**src/rtl/remote_comm_pkg.sv**
```systemverilog
// ---------------------------------------------------------------------------
// remote_comm_pkg
// Shared types and constants for the knight-robot host command link.
//   tx_state_e : two-byte command sequencer states (IDLE, HIGH, LOW)
//   rx_state_e : UART receiver states
//   DATA_BITS, START, STOP : 8N1 frame constants
// ---------------------------------------------------------------------------
package remote_comm_pkg;

  typedef enum logic [1:0] {
    IDLE,
    HIGH,
    LOW
  } tx_state_e;

  typedef enum logic [1:0] {
    RX_IDLE,
    RX_START,
    RX_DATA,
    RX_STOP
  } rx_state_e;

  localparam int   DATA_BITS = 8;
  localparam logic START     = 1'b0;
  localparam logic STOP      = 1'b1;

endpackage

```
**src/rtl/remote_comm_uart_xcvr.sv**
```systemverilog
// ---------------------------------------------------------------------------
// uart_xcvr
// Full-duplex 8N1 UART transmitter and receiver sharing one baud divisor.
// Parameters:
//   BAUD_DIV : clock cycles per bit (minimum 4)
// Ports:
//   clk, rst      : clock, asynchronous active-high reset
//   RX            : asynchronous serial input, idle high
//   TX            : registered serial output, idle high
//   tx_data, trmt : byte to send and load strobe
//   tx_done       : high during the final cycle of the stop bit
//   rx_data, rdy  : last good received byte and its one-cycle strobe
// ---------------------------------------------------------------------------
module uart_xcvr
  import remote_comm_pkg::*;
#(
  parameter int BAUD_DIV = 2604
) (
  input  logic       clk,
  input  logic       rst,
  input  logic       RX,
  output logic       TX,
  input  logic [7:0] tx_data,
  input  logic       trmt,
  output logic       tx_done,
  output logic [7:0] rx_data,
  output logic       rdy
);

  localparam int CW   = $clog2(BAUD_DIV);
  localparam int HALF = BAUD_DIV / 2;

  logic [CW-1:0] tx_baud_q;
  logic [3:0]    tx_bit_q;
  logic [8:0]    tx_shift_q;
  logic          tx_q;
  logic          tx_busy_q;

  logic          rx_s1_q, rx_s2_q, rx_s3_q;
  logic          rx_fall;
  rx_state_e     rx_state_q;
  logic [CW-1:0] rx_cnt_q;
  logic [2:0]    rx_bit_q;
  logic [7:0]    rx_shift_q;
  logic [7:0]    rx_data_q;
  logic          rdy_q;

  // tx_done marks the last cycle of the stop bit so a new byte loaded on the
  // same edge starts its start bit with no idle gap.
  assign tx_done = tx_busy_q && (tx_baud_q == CW'(BAUD_DIV - 1)) && (tx_bit_q == 4'd9);
  assign TX      = tx_q;
  assign rx_data = rx_data_q;
  assign rdy     = rdy_q;

  // Transmitter: the start bit is driven at load time, then the shift register
  // holds the data bits LSB first followed by the stop bit.
  always_ff @(posedge clk or posedge rst) begin
    if (rst) begin
      tx_q       <= STOP;
      tx_busy_q  <= 1'b0;
      tx_baud_q  <= '0;
      tx_bit_q   <= '0;
      tx_shift_q <= '1;
    end else if (trmt && (!tx_busy_q || tx_done)) begin
      tx_q       <= START;
      tx_shift_q <= {STOP, tx_data};
      tx_baud_q  <= '0;
      tx_bit_q   <= '0;
      tx_busy_q  <= 1'b1;
    end else if (tx_busy_q) begin
      if (tx_baud_q == CW'(BAUD_DIV - 1)) begin
        tx_baud_q <= '0;
        if (tx_bit_q == 4'd9) begin
          tx_busy_q <= 1'b0;
          tx_q      <= STOP;
        end else begin
          tx_q       <= tx_shift_q[0];
          tx_shift_q <= {STOP, tx_shift_q[8:1]};
          tx_bit_q   <= tx_bit_q + 1'b1;
        end
      end else begin
        tx_baud_q <= tx_baud_q + 1'b1;
      end
    end
  end

  // Two flops bring RX into the clock domain; the third only feeds the edge
  // detector so it never looks at a possibly metastable value.
  always_ff @(posedge clk or posedge rst) begin
    if (rst) begin
      rx_s1_q <= 1'b1;
      rx_s2_q <= 1'b1;
      rx_s3_q <= 1'b1;
    end else begin
      rx_s1_q <= RX;
      rx_s2_q <= rx_s1_q;
      rx_s3_q <= rx_s2_q;
    end
  end

  assign rx_fall = rx_s3_q & ~rx_s2_q;

  // Receiver: re-check the start bit at mid-bit to reject glitches, then
  // sample each following bit one full bit time later (mid-bit).
  always_ff @(posedge clk or posedge rst) begin
    if (rst) begin
      rx_state_q <= RX_IDLE;
      rx_cnt_q   <= '0;
      rx_bit_q   <= '0;
      rx_shift_q <= '0;
      rx_data_q  <= '0;
      rdy_q      <= 1'b0;
    end else begin
      rdy_q <= 1'b0;
      case (rx_state_q)
        RX_IDLE: begin
          if (rx_fall) begin
            rx_cnt_q   <= '0;
            rx_state_q <= RX_START;
          end
        end
        RX_START: begin
          if (rx_cnt_q == CW'(HALF - 1)) begin
            rx_cnt_q <= '0;
            rx_bit_q <= '0;
            if (rx_s2_q == STOP) rx_state_q <= RX_IDLE;
            else                 rx_state_q <= RX_DATA;
          end else begin
            rx_cnt_q <= rx_cnt_q + 1'b1;
          end
        end
        RX_DATA: begin
          if (rx_cnt_q == CW'(BAUD_DIV - 1)) begin
            rx_cnt_q   <= '0;
            rx_shift_q <= {rx_s2_q, rx_shift_q[7:1]};
            if (rx_bit_q == 3'(DATA_BITS - 1)) rx_state_q <= RX_STOP;
            else                               rx_bit_q   <= rx_bit_q + 1'b1;
          end else begin
            rx_cnt_q <= rx_cnt_q + 1'b1;
          end
        end
        RX_STOP: begin
          if (rx_cnt_q == CW'(BAUD_DIV - 1)) begin
            rx_cnt_q   <= '0;
            rx_state_q <= RX_IDLE;
            if (rx_s2_q == STOP) begin
              rx_data_q <= rx_shift_q;
              rdy_q     <= 1'b1;
            end
          end else begin
            rx_cnt_q <= rx_cnt_q + 1'b1;
          end
        end
        default: rx_state_q <= RX_IDLE;
      endcase
    end
  end

endmodule

```
**src/rtl/remote_comm.sv**
```systemverilog
// ---------------------------------------------------------------------------
// remote_comm
// Host-side command link: sends a 16-bit command as two 8N1 bytes (high byte
// first, back-to-back) and reports received single-byte responses.
// Parameters:
//   BAUD_DIV    : clock cycles per UART bit (minimum 4)
//   TIMEOUT_CYC : response timeout in cycles (only with RESP_TIMEOUT_EN)
// Ports:
//   clk, rst          : clock, asynchronous active-high reset
//   cmd, send_cmd     : command word and its send request
//   cmd_sent          : level, set when both bytes have left the wire
//   resp, resp_rdy    : last received byte and its one-cycle strobe
//   TX, RX            : UART serial pins
//   resp_tmo          : response timeout flag (only with RESP_TIMEOUT_EN)
// Build option: define RESP_TIMEOUT_EN to add the response timeout.
// ---------------------------------------------------------------------------
module remote_comm
  import remote_comm_pkg::*;
#(
  parameter int BAUD_DIV = 2604
`ifdef RESP_TIMEOUT_EN
  ,parameter int TIMEOUT_CYC = 50_000_000
`endif
) (
  input  logic        clk,
  input  logic        rst,
  input  logic [15:0] cmd,
  input  logic        send_cmd,
  output logic        cmd_sent,
  output logic [7:0]  resp,
  output logic        resp_rdy,
  output logic        TX,
  input  logic        RX
`ifdef RESP_TIMEOUT_EN
  ,output logic       resp_tmo
`endif
);

  tx_state_e  state_q;
  logic [7:0] low_q;
  logic       cmd_sent_q;
  logic [7:0] resp_q;
  logic       resp_rdy_q;

  logic       trmt_d;
  logic [7:0] tx_data_d;
  logic       tx_done;
  logic [7:0] rx_data;
  logic       rdy;
  logic       accept;
  logic       sent_rise;

  assign accept    = (state_q == IDLE) && send_cmd;
  assign sent_rise = (state_q == LOW) && tx_done;

  // The low byte is handed over combinationally on tx_done so the second
  // frame's start bit follows the first stop bit with no idle cycle.
  assign trmt_d    = accept || ((state_q == HIGH) && tx_done);
  assign tx_data_d = (state_q == IDLE) ? cmd[15:8] : low_q;

  uart_xcvr #(
    .BAUD_DIV(BAUD_DIV)
  ) u_xcvr (
    .clk    (clk),
    .rst    (rst),
    .RX     (RX),
    .TX     (TX),
    .tx_data(tx_data_d),
    .trmt   (trmt_d),
    .tx_done(tx_done),
    .rx_data(rx_data),
    .rdy    (rdy)
  );

  // Two-byte sequencer; the low byte is captured at acceptance so later
  // changes on cmd cannot corrupt the frame in flight.
  always_ff @(posedge clk or posedge rst) begin
    if (rst) begin
      state_q    <= IDLE;
      low_q      <= '0;
      cmd_sent_q <= 1'b0;
    end else begin
      case (state_q)
        IDLE: begin
          if (send_cmd) begin
            low_q      <= cmd[7:0];
            cmd_sent_q <= 1'b0;
            state_q    <= HIGH;
          end
        end
        HIGH: begin
          if (tx_done) state_q <= LOW;
        end
        LOW: begin
          if (tx_done) begin
            cmd_sent_q <= 1'b1;
            state_q    <= IDLE;
          end
        end
        default: state_q <= IDLE;
      endcase
    end
  end

  // Response output registers: resp holds until the next good byte.
  always_ff @(posedge clk or posedge rst) begin
    if (rst) begin
      resp_q     <= '0;
      resp_rdy_q <= 1'b0;
    end else begin
      resp_rdy_q <= rdy;
      if (rdy) resp_q <= rx_data;
    end
  end

  assign cmd_sent = cmd_sent_q;
  assign resp     = resp_q;
  assign resp_rdy = resp_rdy_q;

`ifdef RESP_TIMEOUT_EN
  localparam int TW = $clog2(TIMEOUT_CYC + 1);

  logic [TW-1:0] tmo_cnt_q;
  logic          tmo_run_q;
  logic          resp_tmo_q;

  // Timeout counter runs from the cmd_sent rise until a response arrives;
  // resp_tmo is set TIMEOUT_CYC cycles after cmd_sent if nothing came back.
  always_ff @(posedge clk or posedge rst) begin
    if (rst) begin
      tmo_cnt_q  <= '0;
      tmo_run_q  <= 1'b0;
      resp_tmo_q <= 1'b0;
    end else if (accept) begin
      tmo_cnt_q  <= '0;
      tmo_run_q  <= 1'b0;
      resp_tmo_q <= 1'b0;
    end else if (sent_rise) begin
      tmo_cnt_q <= '0;
      tmo_run_q <= 1'b1;
    end else if (tmo_run_q) begin
      if (resp_rdy_q) begin
        tmo_run_q <= 1'b0;
      end else if (tmo_cnt_q == TW'(TIMEOUT_CYC - 1)) begin
        resp_tmo_q <= 1'b1;
        tmo_run_q  <= 1'b0;
      end else begin
        tmo_cnt_q <= tmo_cnt_q + 1'b1;
      end
    end
  end

  assign resp_tmo = resp_tmo_q;
`endif

endmodule

```
**config.mk**
```make
export PLATFORM = sky130hd
export DESIGN_NAME = remote_comm
export DESIGN_NICKNAME = d
export VERILOG_FILES = /design/src/rtl/remote_comm_pkg.sv /design/src/rtl/remote_comm_uart_xcvr.sv /design/src/rtl/remote_comm.sv
export SDC_FILE = /design/constraint.sdc
export NUM_CORES = 1
export LEC_CHECK = 0
export CAP_MARGIN = 10
export CORE_ASPECT_RATIO = 1.25
export CORE_MARGIN = 2
export CORE_UTILIZATION = 43
export CTS_CLUSTER_DIAMETER = 100
export DETAILED_ROUTE_END_ITERATION = 8
export MAX_ROUTING_LAYER = met4
export PLACE_DENSITY = 0.65
export SYNTH_ARGS = -nofsm -noshare
export SYNTH_HDL_FRONTEND = slang
export SYNTH_SLANG_ARGS = --single-unit
export TNS_END_PERCENT = 50
```
**constraint.sdc**
```tcl
create_clock -name clk -period 4.5 [get_ports clk]
set_input_delay 0.675 -clock clk [delete_from_list [all_inputs] [get_ports clk]]
set_output_delay 0.675 -clock clk [all_outputs]
set_load 0.01 [all_outputs]
```
==> results.txt, run 1 <==
For the sequential power share, the log shows 49.3%. TritonCTS built the clock tree. The run finished with clean final reports. Die span in y: 112 µm.

The worst-case setup slack after placement is 1.54 ns. Setup repair after global routing left no endpoint under its margin. For the clock insertion delay at the later pin of the skew report, the log shows 0.33 ns. Once layout is complete, the utilization of the core stands at 51.3%.

Measured against its own limit, the worst slew margin works out to 34.4%. The tools report the buffer count from post-CTS setup fixing as 0. The dominant synthesized flop cell is dfrtp_1. At the pin with the least slew margin, the transition time is 0.984 ns.

In this run the tool buffered the top-level ports with 30 buffer cells. The number of buffers on the longest clock path was 2. The total count of max-transition violations in the final report was 0; the wire length of the first global-routing pass was 12600 µm. For the final-stage net count, the log shows 421. The number of nets in the synthesized netlist is 394, and the via density per instance is 5.20. The sum of routed wire length over all layers was 7050 µm; the worst path required time was 4.75 ns. Counting flops with an async set or reset pin after synthesis yields a share of 100%.

Routability-driven placement finished with a final weighted congestion of 0.834. The count of mapped cells out of synthesis was 367; the CTS clock-pin slew for the worst setup and hold paths was 0.06 ns. The flip-flop and latch count after synthesis is 83, and the number of standard cells in the layout, taps in and fillers out is 522. The repair_antennas step left the layout with diodes totalling 0. For the row count, the log shows 39.

Number of iterations in the first detailed-routing pass: 4. The worst setup path is captured at a flop. The tightest hold path in the finished design has a slack of 0.356 ns. The initial utilization of the core area, before any placement, comes to 44.0%. Placeable core area: 0.00908 mm².

For this design the total switching power over the nets is 0.446 mW. The post-cts gate resize count is 0, and the fraction of final layout cells with drive strength greater than 1 is 17.5%. The analysis attributes to cell leakage a power of 2.07 nW.

The clock network burns 42.0% of the power. The cell area after synthesis came out at 0.00399 mm². The mean cell area of the mapped netlist is 10.9 µm². The post-route antenna net violation count came out at 0. Sequential area share after synthesis: 52.4%.

Entering global routing, the biggest net connects 59 pins. Dividing the detail-routed wire length by the instance count gives 13.5 µm. The x dimension of the die was 90.2 µm; the time the final worst path needs with I/O delays and setup was 2.62 ns. All-layer global routing usage: 15.9%. The slowest stage of the critical path is the or3b_1 cell. The number of DRC violations after detailed-routing iteration 0 was 117; the maximum resistive drop on vdd was 0.273 mV. The CTS buffer count came out at 9.

The detailed-route DRC error count was 0; the placed wire-length estimate after detailed placement was 4860 µm. The fraction of power spent switching nets came out at 25.4%. The logs give 0 for the final setup violation count and 1.88 ns for the final critical-path setup slack.

The min-delay analysis places its worst path in the category reg -> reg. The logs give 506 for the total instance count after detailed placement and 0 for the count of synthesis-stage warnings from yosys. Cell internal power was estimated by the tool at 1.31 mW. For this run, the slowest stage of the critical path takes 0.68 ns. The die covers 0.0101 mm². Data arrives at the worst endpoint at 2.87 ns. For the final sum of negative setup slack, the log shows 0 ns.

The number of H-tree levels was 3; the ratio of total power to cell area was 377 mW/mm². Summed over all layers, the global routing overflow is 0. Relative to the synthesized area, the layout overhead comes to 16.6%. In this design, the largest share of critical-path delay is due to simple AND/OR/NAND/NOR gates.

CTS saw 83 sinks. The number of buffers and inverters on the critical path works out to 1. Across the run, the number of max-cap violations was 0. In this run the worst path has a maximum fanout of 21.

The number of synthesized flops with an enable pin works out to 0. The portion of total power attributed to combinational logic was 8.7%; the number of distinct library cell variants in the gate-level netlist after synthesis was 58. The clock arrives with 0.00580 ns of skew. The logs give 2710 for the number of global-route vias before repair and 0 for the final hold violation count. Type of the worst setup path: in -> reg.

The tools report the count of pins on the block boundary as 31. The signal on the critical path passes through clkdlybuf4s50_1 > or3b_1 > a22o_4 > or2_1 > o2bb2ai_1. The run gives 0 as the number of antenna violations at the first check in global routing.

Detailed routing inserted a total of 2716 vias. Timing would allow up to 382 MHz. The worst register-to-register path has a setup slack of 2.16 ns. Hold repair after CTS inserted 0 buffers.

The cell at the root of the clock tree was clkbuf_16. Fraction of the cycle the final worst path needs: 58.2%. Critical path launch point type: an input port.
## routing by layer
| metal | part of all wire [%] | GRT usage, % | vias to the layer above |
|---|---|---|---|
| li1 | - | - | 1338 |
| met1 | 45 | 19.2 | 1339 |
| met2 | 51 | 26.2 | 30 |
| met3 | 2.4 | 3.25 | 9 |
| met4 | 1.8 | 6.46 | 0 |
| met5 | 0 | - | - |
## state kept, by name, summed over array words and instances, names as in the netlist, 2 cells and up, named ones only
signal             cells
low_q                  8
resp                   8
state_q                2
u_xcvr.rx_bit_q        3
u_xcvr.rx_cnt_q       12
u_xcvr.rx_data         8
u_xcvr.rx_shift_q      8
u_xcvr.tx_baud_q      12
u_xcvr.tx_bit_q        4
u_xcvr.tx_shift_q      8
## logic make-up (layout without fill, tap and decap cells)
family                   after synthesis  in the layout  synth area share [%]
AND/OR/NAND/NOR                      138            138                  18.0
flip-flops                            83             83                  52.4
AO/OA/AOI/OAI                         70             70                  12.2
multiplexers                          26             26                  7.62
buffers and inverters                 25             57                  3.61
XOR/XNOR                              18             18                  3.95
adder cells (fa/ha/maj)                7              7                  2.19
## cells in the mapped netlist, types with 2 or more instances
cell	count	share of area (%)
xnor2_1	2	0.44
nand2_1	64	6.0
nor2_1	25	2.4
a31oi_1	3	0.47
nor2b_1	2	0.31
clkbuf_1	5	0.47
xor2_1	16	3.5
and3_1	3	0.47
a22o_1	3	0.66
nor3b_4	2	0.94
nor3_1	3	0.38
buf_4	2	0.38
dfrtp_1	71	45
nand2b_1	4	0.63
o21ai_1	8	1.0
a2bb2oi_1	7	1.5
inv_1	8	0.75
mux2_2	23	6.5
o21ai_0	22	2.8
buf_2	3	0.38
nand3_2	2	0.50
and4_1	4	0.88
a21oi_1	5	0.63
buf_6	5	1.4
and4bb_2	3	0.94
nand3_1	10	1.3
ha_1	7	2.2
o22ai_1	7	1.1
o21bai_1	2	0.38
nand4_1	6	0.94
dfstp_2	12	7.9
mux2_1	2	0.56
## path summary, 6_finish.rpt
kind | start | endpoint | cells past startpoint
worst min register to register | u_xcvr.rx_s1_q$_DFF_PP1_ | u_xcvr.rx_s2_q$_DFF_PP1_ | 0
worst max register to register | u_xcvr.rx_cnt_q[0]$_DFFE_PP0N_ | u_xcvr.rx_cnt_q[3]$_DFFE_PP0N_ | 6
worst max-delay path | send_cmd | u_xcvr.tx_bit_q[2]$_DFFE_PP0P_ | 5
worst min-delay path | u_xcvr.rx_s1_q$_DFF_PP1_ | u_xcvr.rx_s2_q$_DFF_PP1_ | 0
min in group asynchronous | rst | u_xcvr.rx_shift_q[5]$_DFFE_PP0P_ | 2
max in group asynchronous | rst | u_xcvr.rx_data[2]$_DFFE_PP0P_ | 3
## layout make-up
cell class / instances / area (µm²)
clock inverters: 6 / 73.8
repair buffers: 32 / 315
well taps: 123 / 154
clock buffers: 10 / 229
inverters: 9 / 35.0
flip-flops and latches: 83 / 2090
fillers: 848 / 4420
multi-input cells: 259 / 1750
## per-stage QoR
step,power (mW),area [µm²]
final,1.75,4650
after global routing,1.84,4650
after CTS,1.78,4650
after detailed placement,1.03,4350
after global placement,1.03,4350
after floorplan,0.975,3990
## power groups by stage
stage	clock network, mW	registers, mW	logic [mW]
2_1_floorplan	0	0.858	0.117
6_report	0.737	0.864	0.153
3_3_place_gp	0	0.877	0.149
3_5_place_dp	0	0.878	0.155
4_1_cts	0.757	0.865	0.157
5_1_grt	0.792	0.875	0.176
## cells in the final DEF, fill, tap and decap left out, types with 8 or more instances in the layout
| cell type | n |
|---|---|
| dfrtp_1 | 71 |
| nand2_1 | 64 |
| clkdlybuf4s50_1 | 30 |
| nor2_1 | 25 |
| mux2_2 | 23 |
| o21ai_0 | 22 |
| xor2_1 | 16 |
| dfstp_2 | 12 |
| nand3_1 | 10 |
| clkbuf_16 | 9 |
| o21ai_1 | 8 |
Power figures use the tool's default switching activity.
==> run 2, diff against run 1 <==
==> constraint.sdc (replaced) <==
create_clock -name clk -period 2.7 [get_ports clk]
set_input_delay 0.405 -clock clk [delete_from_list [all_inputs] [get_ports clk]]
set_output_delay 0.405 -clock clk [all_outputs]
set_load 0.01 [all_outputs]
==> results.txt, run 2 (synthesized netlist as in run 1, its figures left out) <==
The worst setup path is captured at a flop. The largest net degree at the start of global routing is 84. The first global-routing pass estimated 12300 µm of wire. The repair_antennas step left the layout with diodes totalling 0.

The number of clock buffers added by TritonCTS is 9. Setup repair after global routing left no endpoint under its margin. The final hold violation count was 0; the via density per instance was 5.20. The CTS clock-pin slew for the worst setup and hold paths works out to 0.06 ns.

The run finished with clean final reports. The count of buffers inserted at the top-level ports was 30. The HPWL after detailed placement is 4710 µm. Measured along the y axis, the die boundary spans 112 µm. For the worst path required time, the log shows 2.92 ns. The critical path launch point type was a flop. The design area was 0.00468 mm².

In this run the count of I/O pins placed on the die edge is 31. The logs give 3 for the number of H-tree levels and 44.0% for the initial standard-cell utilization of the core. The floorplan step defined a die boundary enclosing 0.0101 mm².

The logs give 460 MHz for the maximum clock frequency and 0.526 ns for the final critical-path setup slack. The leakage power summed over all cells is 2.08 nW, and the clock insertion delay at the later pin of the skew report is 0.34 ns. The number of antenna violations at the first check in global routing is 0, and the buffer count from post-CTS setup fixing is 0. Global routing used 15.5% of the available tracks.

The sum of routed wire length over all layers was 6970 µm; the fraction of the cycle the final worst path needs was 80.5%. On the final layout, the worst hold slack is 0.356 ns. In this run the deepest clock path goes through 2 buffers. The total count of max-transition violations in the final report came out at 0. The most frequent standard cell in the layout excluding fill and tap cells was dfrtp_1.

TritonCTS built the clock tree. Final sum of negative setup slack: 0 ns. In the routed design, unresolved DRC markers number 0. VDD sags by at most 0.415 mV. The worst-case headroom to the max-slew limit came out at 60.8%. The number of global-route vias before repair came out at 2729.

Global routing finished with a remaining overflow of 0. X dimension of the die: 90.2 µm. The clock period could shrink to 2.17 ns.

Detailed routing inserted a total of 2736 vias. The logs give 0 for the post-route antenna net violation count and 83 for the number of clock sinks. The core region is 0.00908 mm². The critical path is of the reg -> reg type. The library cells used most frequently in the layout, excluding fill and tap cells, are dfrtp_1 (71), nand2_1 (64), clkdlybuf4s50_1 (30). After detailed routing, the average wire length per cell comes to 13.3 µm. Once placement finished, the instance area stood at 0.00439 mm².

The ratio of total power to cell area is 613 mW/mm². Actual transition at the worst max-transition pin: 0.587 ns. Once the clock tree was built, the resizer swapped 0 gates to a different size. The number of DRC violations after detailed-routing iteration 0 came out at 116. The worst clock skew was 0.00696 ns. The final setup violation count came out at 0.

The tightest min-delay check is of the reg -> reg type. In this run the worst path has a maximum fanout of 7. The fraction of final layout cells with drive strength greater than 1 was 18.6%. The pre-antenna-repair detailed-routing pass consisted of 4 iterations. The data arrival time of the critical path is 2.40 ns.

The largest registers in the layout are u_xcvr.rx_cnt_q x12, u_xcvr.tx_baud_q x12. The hold buffer count at CTS is 0. After floorplanning, the core was divided into 39 placement rows. CTS placed an instance of clkbuf_16 at the clock tree root. Relative to the synthesized area, the layout overhead comes to 17.3%. For this run, the post-layout net count is 425. Routability congestion estimate from global placement: 0.839. Max-cap violations in this run came to 0. Before CTS, the worst setup slack after placement is 0.458 ns.
run 2: cell types whose count changed in the layout (fill, tap and decap cells not counted):
cell,previous run,this run
clkinv_4,3,1
clkinvlp_4,0,3
buf_12,0,1
clkbuf_1,1,0
bufinv_16,1,0
clkbuf_8,0,1
buf_4,2,5
run 2: path summary, 6_finish.rpt:
| kind | start | endpoint | slack [ns] | depth (start not counted) |
|---|---|---|---|---|
| setup / recovery | u_xcvr.rx_cnt_q[0]$_DFFE_PP0N_ | u_xcvr.rx_bit_q[2]$_DFFE_PP0P_ | 0.53 | 6 |
| hold / removal | u_xcvr.rx_s1_q$_DFF_PP1_ | u_xcvr.rx_s2_q$_DFF_PP1_ | 0.36 | 0 |
| setup reg to reg | u_xcvr.rx_cnt_q[0]$_DFFE_PP0N_ | u_xcvr.rx_bit_q[2]$_DFFE_PP0P_ | 0.53 | 6 |
| hold reg to reg | u_xcvr.rx_s1_q$_DFF_PP1_ | u_xcvr.rx_s2_q$_DFF_PP1_ | 0.36 | 0 |
| max in group asynchronous | rst | u_xcvr.tx_shift_q[7]$_DFFE_PP1P_ | 1.86 | 3 |
| min in group asynchronous | rst | resp[5]$_DFFE_PP0P_ | 0.47 | 3 |
run 2: power by group:
group / total [mW] / internal [mW] / leakage, nW / switching [mW]
registers: 1.44 / 1.33 / 1.06 / 0.114
clock network: 1.16 / 0.656 / 0.132 / 0.509
logic: 0.262 / 0.130 / 0.887 / 0.132
run 2: cell type report:
type,instances,area [µm²]
Fill cell,851,4400
Sequential cell,83,2090
Multi-Input combinational cell,259,1750
Timing Repair Buffer,36,358
Clock buffer,10,239
Tap cell,123,154
Clock inverter,6,48.8
Inverter,9,35.0
run 2: per-stage QoR:
step	power (mW)	utilization (%)	std cells
2_1_floorplan	1.62	-	367
3_3_place_gp	1.72	48.4	510
3_5_place_dp	1.73	48.4	510
4_1_cts	2.92	51.6	526
5_1_grt	3.02	51.6	526
6_report	2.87	51.6	526
run 2: critical path, stage by stage, from the launching register on:
cell	delay [ns]
dfrtp_1	0.44
ha_1	0.23
and3_4	0.21
and4_1	0.34
nor3b_4	0.30
mux2_1	0.34
a22o_2	0.20
run 2: metal layers:
metal	vias to the layer above	wire, µm	GRT usage, %
li1	1349	-	-
met4	0	172	7.08
met2	31	3460	24.9
met1	1344	3150	18.3
met3	12	185	4.19
met5	-	0	-
